`src/rtl/cv32e40p_tmr_fault_handler.sv`:
```
// cv32e40p_tmr_fault_handler: TMR fault sequencer (halt, resync, windowed escalation); optional log via CV32E40P_TMR_FAULT_LOG_EN
module cv32e40p_tmr_fault_handler #(
    parameter int NSRC          = 4,
    parameter int RESYNC_CYCLES = 2,
    parameter int FATAL_THRESH  = 3,
    parameter int WINDOW        = 1024,
    parameter int CNT_W         = 8
) (
    input  logic                    clk,
    input  logic                    rst,
    input  logic [NSRC-1:0]         fault_i,
    input  logic                    halt_ack_i,
    input  logic                    clear_i,
    output logic                    halt_req_o,
    output logic                    resync_o,
    output logic                    busy_o,
    output logic                    fatal_o,
    output logic [CNT_W-1:0]        fault_cnt_o,
    output logic [NSRC-1:0]         fault_log_o,
    output logic [$clog2(NSRC)-1:0] first_src_o
);
    localparam int TW = $clog2(WINDOW);
    localparam int WW = $clog2(FATAL_THRESH + 1);
    localparam int RW = RESYNC_CYCLES > 1 ? $clog2(RESYNC_CYCLES) : 1;
    localparam int SW = $clog2(NSRC);

    typedef enum logic [1:0] {IDLE, HALT, RESYNC, FATAL} state_t;

    state_t           state, state_nxt;
    logic [TW-1:0]    win_tmr;
    logic [WW-1:0]    win_cnt, win_base, win_cnt_nxt;
    logic [RW-1:0]    rs_cnt, rs_cnt_nxt;
    logic [CNT_W-1:0] cnt_nxt;
    logic             wrap, event_hit;

    // The window count restarts on the timer's last cycle; a same-cycle event then counts as the first of the new window.
    assign wrap      = &win_tmr;
    assign event_hit = (state == IDLE) && |fault_i && !clear_i;

    // Window and lifetime counters: clear beats events, both saturate.
    always_comb begin
        win_base    = wrap ? '0 : win_cnt;
        win_cnt_nxt = clear_i ? '0
                    : event_hit ? (win_base == WW'(FATAL_THRESH) ? win_base : win_base + WW'(1))
                    : win_base;
        cnt_nxt     = clear_i ? '0
                    : (event_hit && !(&fault_cnt_o)) ? fault_cnt_o + CNT_W'(1)
                    : fault_cnt_o;
    end

    // Next-state logic for the recovery sequence.
    always_comb begin
        state_nxt  = state;
        rs_cnt_nxt = rs_cnt;
        case (state)
            IDLE:    if (event_hit) state_nxt = (win_cnt_nxt >= WW'(FATAL_THRESH)) ? FATAL : HALT;
            HALT:    if (halt_ack_i) begin
                         state_nxt  = RESYNC;
                         rs_cnt_nxt = RW'(RESYNC_CYCLES - 1);
                     end
            RESYNC:  if (rs_cnt == '0) state_nxt = IDLE;
                     else rs_cnt_nxt = rs_cnt - RW'(1);
            FATAL:   if (clear_i) state_nxt = IDLE;
            default: state_nxt = IDLE;
        endcase
    end

    // State, counters and outputs registered from the next state so they align with the state register.
    always_ff @(posedge clk) begin
        if (rst) begin
            state       <= IDLE;
            rs_cnt      <= '0;
            win_tmr     <= '0;
            win_cnt     <= '0;
            fault_cnt_o <= '0;
            halt_req_o  <= 1'b0;
            resync_o    <= 1'b0;
            busy_o      <= 1'b0;
            fatal_o     <= 1'b0;
        end else begin
            state       <= state_nxt;
            rs_cnt      <= rs_cnt_nxt;
            win_tmr     <= win_tmr + TW'(1);
            win_cnt     <= win_cnt_nxt;
            fault_cnt_o <= cnt_nxt;
            halt_req_o  <= state_nxt != IDLE;
            resync_o    <= state_nxt == RESYNC;
            busy_o      <= state_nxt != IDLE;
            fatal_o     <= state_nxt == FATAL;
        end
    end

`ifdef CV32E40P_TMR_FAULT_LOG_EN
    logic [SW-1:0] low_idx;

    // Lowest asserted source index; scanning downward leaves the smallest one.
    always_comb begin
        low_idx = '0;
        for (int i = NSRC - 1; i >= 0; i--)
            if (fault_i[i]) low_idx = SW'(i);
    end

    // An empty log means no event since reset/clear, so the next event sets first_src_o.
    always_ff @(posedge clk) begin
        if (rst || clear_i) begin
            fault_log_o <= '0;
            first_src_o <= '0;
        end else if (event_hit) begin
            fault_log_o <= fault_log_o | fault_i;
            if (fault_log_o == '0) first_src_o <= low_idx;
        end
    end
`else
    assign fault_log_o = '0;
    assign first_src_o = '0;
`endif

endmodule

```
`config.mk`:
```
export PLATFORM = sky130hd
export DESIGN_NAME = cv32e40p_tmr_fault_handler
export DESIGN_NICKNAME = d
export VERILOG_FILES = /design/src/rtl/cv32e40p_tmr_fault_handler.sv
export SDC_FILE = /design/constraint.sdc
export NUM_CORES = 1
export LEC_CHECK = 0
export BUFFER_PORTS_ARGS = -buffer_cell sky130_fd_sc_hd__buf_2
export CAP_MARGIN = 20
export CORE_MARGIN = 10
export CORE_UTILIZATION = 47
export DETAILED_ROUTE_END_ITERATION = 8
export GPL_ROUTABILITY_DRIVEN = 0
export PLACE_DENSITY_LB_ADDON = 0.2
export SYNTH_ARGS = -nofsm -noshare
export SYNTH_HDL_FRONTEND = slang
export SYNTH_SLANG_ARGS = --single-unit
```
`constraint.sdc`:
```
create_clock -name clk -period 2.6 [get_ports clk]
set_input_delay 0.39 -clock clk [delete_from_list [all_inputs] [get_ports clk]]
set_output_delay 0.39 -clock clk [all_outputs]
set_load 0.05 [all_outputs]
```
* Yosys cells after proc, flatten, opt, wreduce, memory -nomap -nowiden
Index checks and enable logic that the tools add are counted.
** Storage, ports and cells
- Bits in registers :: 26
** Cells by class
- Muxes and demuxes :: 13
- Add/subtract/negate cells :: 4
- Reductions and logical operators :: 13
- Order comparisons :: 1
- Eq/ne operators :: 7
** Operators with widths (number)
- 2-bit 2-to-1 mux :: 9
- 10-bit by 1-bit adder with 10-bit output, second input constant :: 1
- 2-bit equality test, second input constant :: 5
- 10-bit AND reduction :: 1
- 8-bit by 1-bit adder with 8-bit output, second input constant :: 1
- 2-bit case mux with 4 select lines :: 1
- 8-bit AND reduction :: 1
- 2-bit nonzero test :: 2
- 4-bit OR reduction :: 1
- 1-bit logical AND :: 3
- 2-bit by 1-bit adder with 2-bit output, second input constant :: 1
- 2-bit by 1-bit equality test with 1-bit output, second input constant :: 1
- 2-bit greater-or-equal comparator, second input constant :: 1
- 1-bit logical NOT :: 2
- 2-bit logical NOT :: 1
- 1-bit 2-to-1 mux :: 2
- 2-bit != test, second input constant :: 1
- 1-bit case mux with 2 select lines :: 1
- 2-bit AND reduction :: 1
- 2-bit OR reduction :: 1
- 1-bit subtractor, second input constant :: 1

* Depth between registers and ports, before layout
Gate-level depths: netlist of the first run.
- Depth after elaboration :: 11
- Mapped depth :: 5

* Worst setup path before layout of the first run
No wires, ideal clock.
- Path type :: reg2reg
- Start :: reg fault_cnt_o[2]
- End :: reg fault_cnt_o[7]
- Stages on the path, launching flop included :: 5
- Arrival time :: 1.816 ns
- Data required time :: 2.530 ns
- Slack :: 0.714 ns
- Period minus slack after synthesis :: 1.886 ns
- Library setup time :: 0.070 ns
- Buffers on the path :: 0
- Cell sequence :: dfxtp_1 nand4_1 or2_2 or4_1 a21oi_1
** On the way
- Cells in the longest elaborated chain, start to end :: 3
- Elaborated cells on any way between the ends :: 4
** RTL lines
- start: declaration :: line 18 : output logic [CNT_W-1:0] fault_cnt_o,
- start signal: assignment :: line 85 : fault_cnt_o <= cnt_nxt;
- branches (longest 3 deep; another with 8-bit by 1-bit adder with 8-bit output)
Several ways; the timed one is not identified.
A chain may end at the register's enable or synchronous reset.

* Worst setup path in the final report of the first run
- Start :: reg state[0]
- End :: reg fault_cnt_o[7]
** On the way
- Cells in the longest elaborated chain, start to end :: 4
** RTL lines
- start: declaration :: line 29 : state_t state, state_nxt;
- start signal: assignment :: line 81 : state <= state_nxt;
- 2-bit logical NOT :: line 38 : assign event_hit = (state == IDLE) && |fault_i && !clear_i;
- 1-bit logical AND (2 in series) :: line 38
- 1-bit logical AND :: line 47 : : (event_hit && !(&fault_cnt_o)) ? fault_cnt_o + CNT_W'(1)
Every way passes these cells.

==> results of run 1 <==
==> registers in the layout, indices dropped and copies added, names as in the netlist <==
signal,cells
state,2
fault_cnt_o,8
fatal_o,1
rs_cnt,1
resync_o,1
busy_o,1
win_tmr,10
win_cnt,2
==> report_power, final <==
part           switching, mW  total [mW]  leakage (nW)  internal, mW
registers             0.0102       0.420         0.211         0.409
logic                 0.0639      0.0891         0.268        0.0251
clock network          0.108       0.163        0.0138        0.0542
total                  0.183       0.671         0.493         0.489
==> layout make-up <==
type | instances | area (sq um) | area share
clock buffer | 3 | 22.5 | 0.0174
multi-input combinational | 101 | 604 | 0.468
tap | 30 | 37.5 | 0.0291
sequential | 26 | 520 | 0.403
inverter | 3 | 11.3 | 0.00872
timing repair buffer | 19 | 95.1 | 0.0736
==> placed cells by master, fill, tap and decap left out, types with 2 or more instances in the layout <==
cell,count
dfxtp_1,26
buf_2,19
nor2_1,12
a21oi_1,12
nand3_1,10
nand2_1,7
xor2_1,7
o21ai_0,6
conb_1,6
nor3_1,5
or4_1,4
nand4_1,3
o41ai_1,3
or3_1,3
nor2b_1,3
inv_1,3
and4_1,3
clkbuf_4,3
nor4_1,2
or2_2,2
mux2i_1,2
ha_1,2
==> worst register-to-register path, delay by kind of cell, from the launching register on <==
kind            cells  cell delay (ns)
flops               1             0.41
simple gates        2             1.15
compound gates      1             0.14
==> path summary, 6_finish.rpt <==
path,start,end,cells past startpoint
setup / recovery,state[0]$_SDFF_PP0_,fault_cnt_o[7]$_SDFFE_PP0P_,3
hold / removal,halt_ack_i,rs_cnt$_SDFFE_PP0P_,3
setup reg to reg,state[0]$_SDFF_PP0_,fault_cnt_o[7]$_SDFFE_PP0P_,3
hold reg to reg,win_tmr[0]$_SDFF_PP0_,win_tmr[0]$_SDFF_PP0_,1
==> routing by layer <==
| layer | GRT usage | wire length [um] | vias to the layer above |
|---|---|---|---|
| li1 | - | - | 507 |
| met1 | 0.0969 | 1020 | 446 |
| met2 | 0.159 | 1170 | 20 |
| met3 | 0.0404 | 156 | 2 |
| met4 | 0.0323 | 13 | 0 |
| met5 | 0 | 0 | - |
==> cells by family (layout without fill, tap and decap cells) <==
family                     count (synthesis)  count (layout)
and+or+nand+nor                           60              60
buffers and inverters                     15              25
xor gates and xnor gates                   8               8
DFF                                       26              26
AOI/OAI and AO/OA                         23              23
adders and majority gates                  2               2
muxes                                      2               2
other                                      1               6
==> per-stage QoR <==
step | total power [mW] | hold slack [ns] | instance area [sq um] | std cells | util
final | 0.671 | 0.373 | 1290 | 182 | 0.526
after global placement | 0.516 | 0.448 | 1270 | 179 | 0.517
after floorplan | 0.513 | 0.426 | 1220 | 142 | -
after global routing | 0.704 | 0.370 | 1290 | 182 | 0.526
after CTS | 0.681 | 0.357 | 1290 | 182 | 0.526
after detailed placement | 0.518 | 0.455 | 1270 | 179 | 0.517
==> run summary, run 1 <==
DR iter-0 viols: 54
total CTS buffers: 3
Die Ht: 70.6 um
post-CTS resize count: 0
die extent in x: 70.6 um
CTS H-tree depth: 1
WS Path Type: reg -> reg
# fillers: 257
count leader, synth: dfxtp_1
Post-synth EDFFs: 0
Synth top area share: 0.432
CP top delay family: simple AND/OR/NAND/NOR gates
VDD IR max: 0.395 mV
Fin Setup TNS: 0 ns
crit-path cells: or4_4, or4_1, a21oi_1
initial antenna violation count: 0
simple-gate area share of the yosys netlist: 0.278
leading cell types by count after synthesis: dfxtp_1 (26), a21oi_1 (12), nor2_1 (12), nand3_1 (10)
# diodes: 0
outcome: finished clean
largest family of logic cells by synthesized area: simple AND/OR/NAND/NOR gates
reg2reg setup slack: 0.85 ns
PortBufs: 19
number of global-route vias before repair: 966
post-synthesis mux area share: 0.0166
# clock sinks: 26
drt drc: 0
Antenna Nets Post-Route: 0
CTS tree: built
core region area: 2450 sq um
Post-Synth Adder-Cell Area: 0.0208
Slowest cell on crit path: or4_4
final setup fails: 0
first-pass GRT wire length: 3950 um
synth unique cells: 33
Post-layout nets: 164
CTS clock-pin slew for the worst setup and hold paths: 0.13 ns
fin. max-slew vios: 0
Worst Path Max Fanout: 13
GRT overflow: 0
Clock Tree Root: clkbuf_4
RSZ-0062 raised after global routing: no
fin crit period: 1.75 ns
final cycle utilization of the critical path: 0.674
Critical Path RT: 2.86 ns
DRT Wirelength: 2360 um
wire per inst: 12.9 um
clk_lat worst skew: 0.31 ns
CTS Buffer Depth: 2
vias per cell: 5.36
top cells by area, synth: dfxtp_1 (43%), xor2_1 (5.1%), a21oi_1 (5.0%), buf_4 (4.4%), nand3_1 (4.2%)
Layout area overhead: 7.28%
sequential share of the synthesized area: 0.432
Power Dens Cells: 520 nW/um^2
Clock Skews: 0.0129 ns
post-DP HPWL: 1780 um
FP Rows: 18
Tot GR Track Use: 0.0917
worst-margin pin slew: 0.700 ns
CP bufs+invs: 0
Compound-Gate Fraction of Synth Area: 0.110
Avg Cell Area, Syn: 8.79 sq um
setup bufs post-CTS: 0
leading area contributor after synthesis: dfxtp_1
die area: 4990 sq um
largest net degree at the start of global routing: 21
layout cells sized above 1: 0.164
Gate Count Post-Synth: 137
FMAX: 570 MHz
post-synthesis xor/xnor area fraction: 0.0582
final hold vios: 0
Primary FF master, synth: dfxtp_1
Pleak: 0.493 nW
DR vias: 975
total of warnings raised by yosys: 0
final worst setup slack: 0.847 ns
CP startpoint kind: register
Max-Cap Viols: 0
register bit total from synthesis: 26
First-pass DRT Iterations: 4
# IOs: 26
critical path endpoint category: register
Post-Syn Area: 1200 sq um
DP Worst Slack: 0.754 ns
Initial Utilization: 0.490
Hold Buf Count CTS: 0
WP data arrival: 2.01 ns
Min-Delay Path Class: in -> reg
Worst slew margin: 0.529
Slowest Stage Delay on Critical Path: 0.62 ns
ys async rst share: 0
Note: power is estimated with default switching activity, not from simulation.
==> inputs of run 2 (changes only) <==
ABC_AREA = 1   (was not set)
clock period = 1.7 ns   (was 2.6 ns; I/O delays follow)
==> run summary, run 2 <==
outcome: finished clean
initial antenna violation count: 0 (unchanged)
total of warnings raised by yosys: 0 (unchanged)
post-CTS resize count: 0 (unchanged)
PortBufs: 19 (unchanged)
Die Ht: 73.4 um (+4.0%)
dpl cells: 236 (+32%)
reg2reg setup slack: 0.28 ns (-0.57 ns)
wire per inst: 11.0 um (-15%)
leading area contributor after synthesis: dfxtp_1
Post-DP Area: 1440 sq um (+13%)
# clock sinks: 26 (unchanged)
final hold vios: 0 (unchanged)
post-DP HPWL: 2100 um (+18%)
Layout area overhead: 9.79%
core region area: 2730 sq um (+11%)
# fillers: 265 (+3.1%)
CTS tree: built
Clock Tree Root: clkbuf_4
Max-Cap Viols: 0 (unchanged)
Layout Utilization: 0.539 (+0.0127)
die extent in x: 73.4 um (+4.0%)
Hold Buf Count CTS: 0 (unchanged)
first-pass GRT wire length: 4610 um (+17%)
vias per cell: 4.91 (-8.3%)
post-route cell area: 1470 sq um (+14%)
Worst Path Max Fanout: 8 (-5)
Fin Setup TNS: 0 ns (unchanged)
sequential share of the synthesized area: 0.388 (-0.0444)
hold_ws: 0.229 ns (-0.144 ns)
Avg Cell Area, Syn: 7.10 sq um (-19%)
Min-Delay Path Class: in -> reg
CTS H-tree depth: 1 (unchanged)
fin. max-slew vios: 0 (unchanged)
Pleak: 0.655 nW (+33%)
setup bufs post-CTS: 0 (unchanged)
final cycle utilization of the critical path: 0.834 (+0.160)
number of global-route vias before repair: 1118 (+16%)
total CTS buffers: 3 (unchanged)
synth unique cells: 27 (-18%)
DRT Wirelength: 2650 um (+12%)
WS Path Type: reg -> reg
Clock Skews: 0.00501 ns (-0.00786 ns)
Tot GR Track Use: 0.103 (+0.0112)
Antenna Nets Post-Route: 0 (unchanged)
register bit total from synthesis: 26 (unchanged)
drt drc: 0 (unchanged)
DR iter-0 viols: 73 (+35%)
commonest cells after routing, fill and taps aside: nand2_1 (42), dfxtp_1 (26), inv_1 (21)
CTS clock-pin slew for the worst setup and hold paths: 0.14 ns (about the same)
Post-Syn Area: 1340 sq um (+11%)
leading cell types by count after synthesis: nand2_1 (42), dfxtp_1 (26), inv_1 (21), nor2_1 (19), a21oi_1 (13)
FMAX: 705 MHz (+24%)
DR vias: 1179 (+21%)
fin crit period: 1.42 ns (-0.335 ns)
count leader, synth: nand2_1
top cells by area, synth: dfxtp_1 (39%), nand2_1 (12%), inv_1 (5.9%), nor2_1 (5.3%), a21oi_1 (4.9%)
most common cell after layout, fill and taps aside: nand2_1
First-pass DRT Iterations: 4 (unchanged)
Gate Count Post-Synth: 189 (+38%)
largest registers: win_tmr: 10 flops, fault_cnt_o: 8 flops
# IOs: 26 (unchanged)
Post-layout nets: 220 (+34%)
Critical Path RT: 1.92 ns (-0.94 ns)
die area: 5390 sq um (+8.1%)
ys async rst share: 0 (unchanged)
layout cells sized above 1: 0.220 (+0.0556)
# diodes: 0 (unchanged)
Synth top area share: 0.388 (-0.0444)
critical path endpoint category: register
post-route insts no fill: 240 (+32%)
largest net degree at the start of global routing: 15 (-29%)
final setup fails: 0 (unchanged)
Power Dens Cells: 766 nW/um^2 (+47%)
GRT overflow: 0 (unchanged)
FP Rows: 19 (+1)
CP startpoint kind: register
Initial Utilization: 0.491 (about the same)
clk_lat worst skew: 0.32 ns (about the same)
Primary FF master, synth: dfxtp_1
CTS Buffer Depth: 2 (unchanged)
RSZ-0062 raised after global routing: no
WP data arrival: 1.64 ns (-0.37 ns)
Post-synth EDFFs: 0 (unchanged)
VDD IR max: 0.686 mV (+73%)
max reg flops: 10 (unchanged)
Largest Register: win_tmr
[run 2: changes by cell type after synthesis, moves of 4 or more]
cell,previous run,this run
nor2_1,12,19
inv_2,0,6
xor2_1,7,2
nor2_2,0,5
inv_1,3,21
or4_1,4,0
nand2_1,7,42
[run 2: layout make-up]
type	count	area (sq um)	area share
multi-input cells	131	673	0.457
inverters	29	109	0.0739
flip-flops and latches	26	520	0.353
repair buffers	19	95.1	0.0646
well taps	31	38.8	0.0263
clock buffers	4	36.3	0.0246
[run 2: cells by family after synthesis]
kind of cell / after synthesis / share of synthesized area
buffers and inverters: 37 / 0.124
adders and majority gates: 2 / 0.0187
AOI/OAI and AO/OA: 23 / 0.0877
and+or+nand+nor: 96 / 0.353
other: 1 / 0.00280
DFF: 26 / 0.388
xor gates and xnor gates: 4 / 0.0261
[run 2: power breakdown]
part | internal, mW | total, mW | switching, mW | leakage, nW
clock | 0.131 | 0.313 | 0.182 | 0.0210
sequential | 0.628 | 0.643 | 0.0149 | 0.211
combinational | 0.0411 | 0.172 | 0.130 | 0.423
[run 2: final timing paths]
| check | start | to | depth (start not counted) |
|---|---|---|---|
| worst min-delay path | rst | win_tmr[0]$_SDFF_PP0_ | 2 |
| worst min register to register | win_tmr[6]$_SDFF_PP0_ | win_tmr[6]$_SDFF_PP0_ | 2 |
| worst max register to register | fault_cnt_o[1]$_SDFFE_PP0P_ | fault_cnt_o[7]$_SDFFE_PP0P_ | 6 |
| worst max-delay path | fault_cnt_o[1]$_SDFFE_PP0P_ | fault_cnt_o[7]$_SDFFE_PP0P_ | 6 |
[run 2: per-layer routing]
layer  part of all wire  track usage  up-vias
li1                   -            -      619
met1               0.43        0.102      532
met2               0.50        0.191       23
met3              0.062       0.0323        5
met4              0.011       0.0435        0
met5                  0            0        -
[run 2: worst max-delay path: stages, from the launching register on]
cell and delay [ns]:
dfxtp_1 0.42, ha_1 0.29, nand3_1 0.16, nor3_2 0.22
nor2_4 0.09, nand2_1 0.08, a21oi_1 0.06
[run 2: metrics by stage]
stage / total power [mW] / setup slack (ns)
floorplan: 0.805 / 0.0154
global placement: 0.825 / 0.325
detailed placement: 0.829 / 0.298
CTS: 1.14 / 0.282
global route: 1.19 / 0.142
finish: 1.13 / 0.282
==> inputs of run 3 (changes only) <==
ABC_AREA = 0   (was 1)
clock period = 1.15 ns   (was 1.7 ns; I/O delays follow)
==> run summary, run 3 (same netlist as run 1, synthesis figures left out) <==
outcome: finished, violations left
failing checks: setup timing
FMAX: 605 MHz (-14%)
DR vias: 1162 (-1.4%)
final setup fails: 18 (+18)
Slowest Stage Delay on Critical Path: 0.55 ns (+0.13 ns)
Worst Setup EP: fault_cnt_o[2]$_SDFFE_PP0P_
Clock Tree Root: clkbuf_4
HP Start: halt_ack_i
Post-DP Area: 1490 sq um (+3.7%)
Largest Register: win_tmr
post-route insts no fill: 220 (-8.3%)
Comb pwr share: 0.199 (+0.047)
CTS Buffer Depth: 2 (unchanged)
largest registers: win_tmr: 10 flops, fault_cnt_o: 8 flops
reg2reg setup slack: -0.50 ns (-0.78 ns)
# diodes: 0 (unchanged)
PortBufs: 19 (unchanged)
Switch Pwr: 0.491 mW (+50%)
final cycle utilization of the critical path: 1.44 (+0.603)
FF-to-FF Start: state[1]$_SDFF_PP0_
Antenna Nets Post-Route: 0 (unchanged)
crit-path cells: or4_4, or4_1, a21oi_1
final hold vios: 0 (unchanged)
Min-Delay Path Class: in -> reg
CTS H-tree depth: 1 (unchanged)
post-DP HPWL: 2060 um (-1.8%)
layout cells sized above 1: 0.542 (+0.322)
Initial Utilization: 0.490 (about the same)
final worst setup slack: -0.503 ns (-0.784 ns)
Internal: 1.27 mW (+58%)
Tot GR Track Use: 0.124 (+0.0210)
clk_lat worst skew: 0.32 ns (about the same)
CP startpoint kind: register
first-pass GRT wire length: 5330 um (+16%)
largest net degree at the start of global routing: 15 (unchanged)
die extent in x: 70.6 um (-3.8%)
DRT Wirelength: 3250 um (+23%)
Clock Skews: 0.0133 ns (+0.00833 ns)
Worst Reg-to-Reg Cells: 3 (-3)
initial antenna violation count: 0 (unchanged)
CTS tree: built
First-pass DRT Iterations: 4 (unchanged)
Layout Utilization: 0.767 (+0.228)
dpl cells: 206 (-13%)
Critical Path RT: 1.40 ns (-0.52 ns)
commonest cells after routing, fill and taps aside: buf_4 (27), dfxtp_1 (15), buf_6 (12)
# clock sinks: 26 (unchanged)
CTS clock-pin slew for the worst setup and hold paths: 0.15 ns (about the same)
vias per cell: 5.28 (+7.5%)
fin. max-slew vios: 0 (unchanged)
Pleak: 0.732 nW (+12%)
Fin Setup TNS: -4.46 ns (-4.46 ns)
critical path endpoint category: register
R2R Path End: fault_cnt_o[2]$_SDFFE_PP0P_
drt drc: 0 (unchanged)
FP Rows: 18 (-1)
CP top delay family: simple AND/OR/NAND/NOR gates
WP depth: 3 (-3)
Die Ht: 70.6 um (-3.8%)
RSZ-0062 raised after global routing: yes
CP bufs+invs: 0 (unchanged)
wire per inst: 14.8 um (+34%)
sequential power share: 0.538 (-0.032)
Post-layout nets: 201 (-8.6%)
core region area: 2450 sq um (-10%)
die area: 4990 sq um (-7.5%)
Slowest cell on crit path: or4_4
# fillers: 167 (-37%)
Power Dens Cells: 933 nW/um^2 (+22%)
fin crit period: 1.65 ns (+0.234 ns)
number of global-route vias before repair: 1176 (+5.2%)
post-route cell area: 1880 sq um (+28%)
WS Path Type: reg -> reg
DR iter-0 viols: 41 (-44%)
max reg flops: 10 (unchanged)
hold_ws: 0.114 ns (-0.115 ns)
WP data arrival: 1.90 ns (+0.26 ns)
total CTS buffers: 3 (unchanged)
Layout area overhead: 56.3%
sw frac: 0.280 (-0.0107)
most common cell after layout, fill and taps aside: buf_4
Max-Cap Viols: 0 (unchanged)
Worst Path Max Fanout: 6 (-2)
GRT overflow: 0 (unchanged)
VDD IR max: 0.853 mV (+24%)
Clock power frac: 0.262 (-0.016)
Critical path origin: state[1]$_SDFF_PP0_
# IOs: 26 (unchanged)
## run 3: timing repair
action | CTS | global route
pin swaps | 13 | 14
hold buffers | 0 | 0
gates resized for setup | 56 | 21
gates cloned | 1 | 0
setup endpoints to repair | 24 | 28
endpoints found under the hold margin | 0 | 0
buffers inserted | 5 | 5
## run 3: power groups by stage
stage | Combinational (mW) | Sequential [mW] | Clock (mW)
after floorplan | 0.176 | 0.983 | 0
after global placement | 0.251 | 0.955 | 0
after detailed placement | 0.256 | 0.956 | 0
after CTS | 0.313 | 0.944 | 0.473
after global routing | 0.376 | 0.950 | 0.499
final | 0.350 | 0.946 | 0.461
## run 3: cell type report
type | instances | area, sq um | share of cell area
Clock buffer | 4 | 36.3 | 0.0193
Inverter | 3 | 13.8 | 0.00731
Multi-Input combinational cell | 102 | 782 | 0.416
Sequential cell | 26 | 539 | 0.287
Tap cell | 30 | 37.5 | 0.0199
Timing Repair Buffer | 55 | 473 | 0.251
## run 3: worst min-delay path, cell delays in order
cell and delay (ns):
buf_2 0.11, nand3_2 0.07, a21oi_1 0.05
## run 3: worst min-delay path by stage
| stage | cells after the start | endpoint | slack [ns] |
|---|---|---|---|
| floorplan | 3 | win_cnt[1]$_SDFF_PP0_ | 0.34 |
| global placement | 2 | rs_cnt$_SDFFE_PP0P_ | 0.46 |
| detailed placement | 2 | rs_cnt$_SDFFE_PP0P_ | 0.47 |
| CTS | 3 | rs_cnt$_SDFFE_PP0P_ | 0.10 |
| global route | 3 | rs_cnt$_SDFFE_PP0P_ | 0.12 |
| finish | 3 | rs_cnt$_SDFFE_PP0P_ | 0.11 |
## run 3: layer usage
metal	wire, um	vias up	GRT usage
li1	-	582	-
met1	1340	554	0.139
met2	1740	20	0.226
met3	116	6	0.0251
met4	54	0	0.0452
met5	0	-	0
## run 3: per-stage QoR
stage	setup WS, ns	power, mW
after global routing	-0.553	1.82
after floorplan	-0.530	1.16
after detailed placement	-0.496	1.21
after global placement	-0.464	1.21
final	-0.503	1.76
after CTS	-0.486	1.73
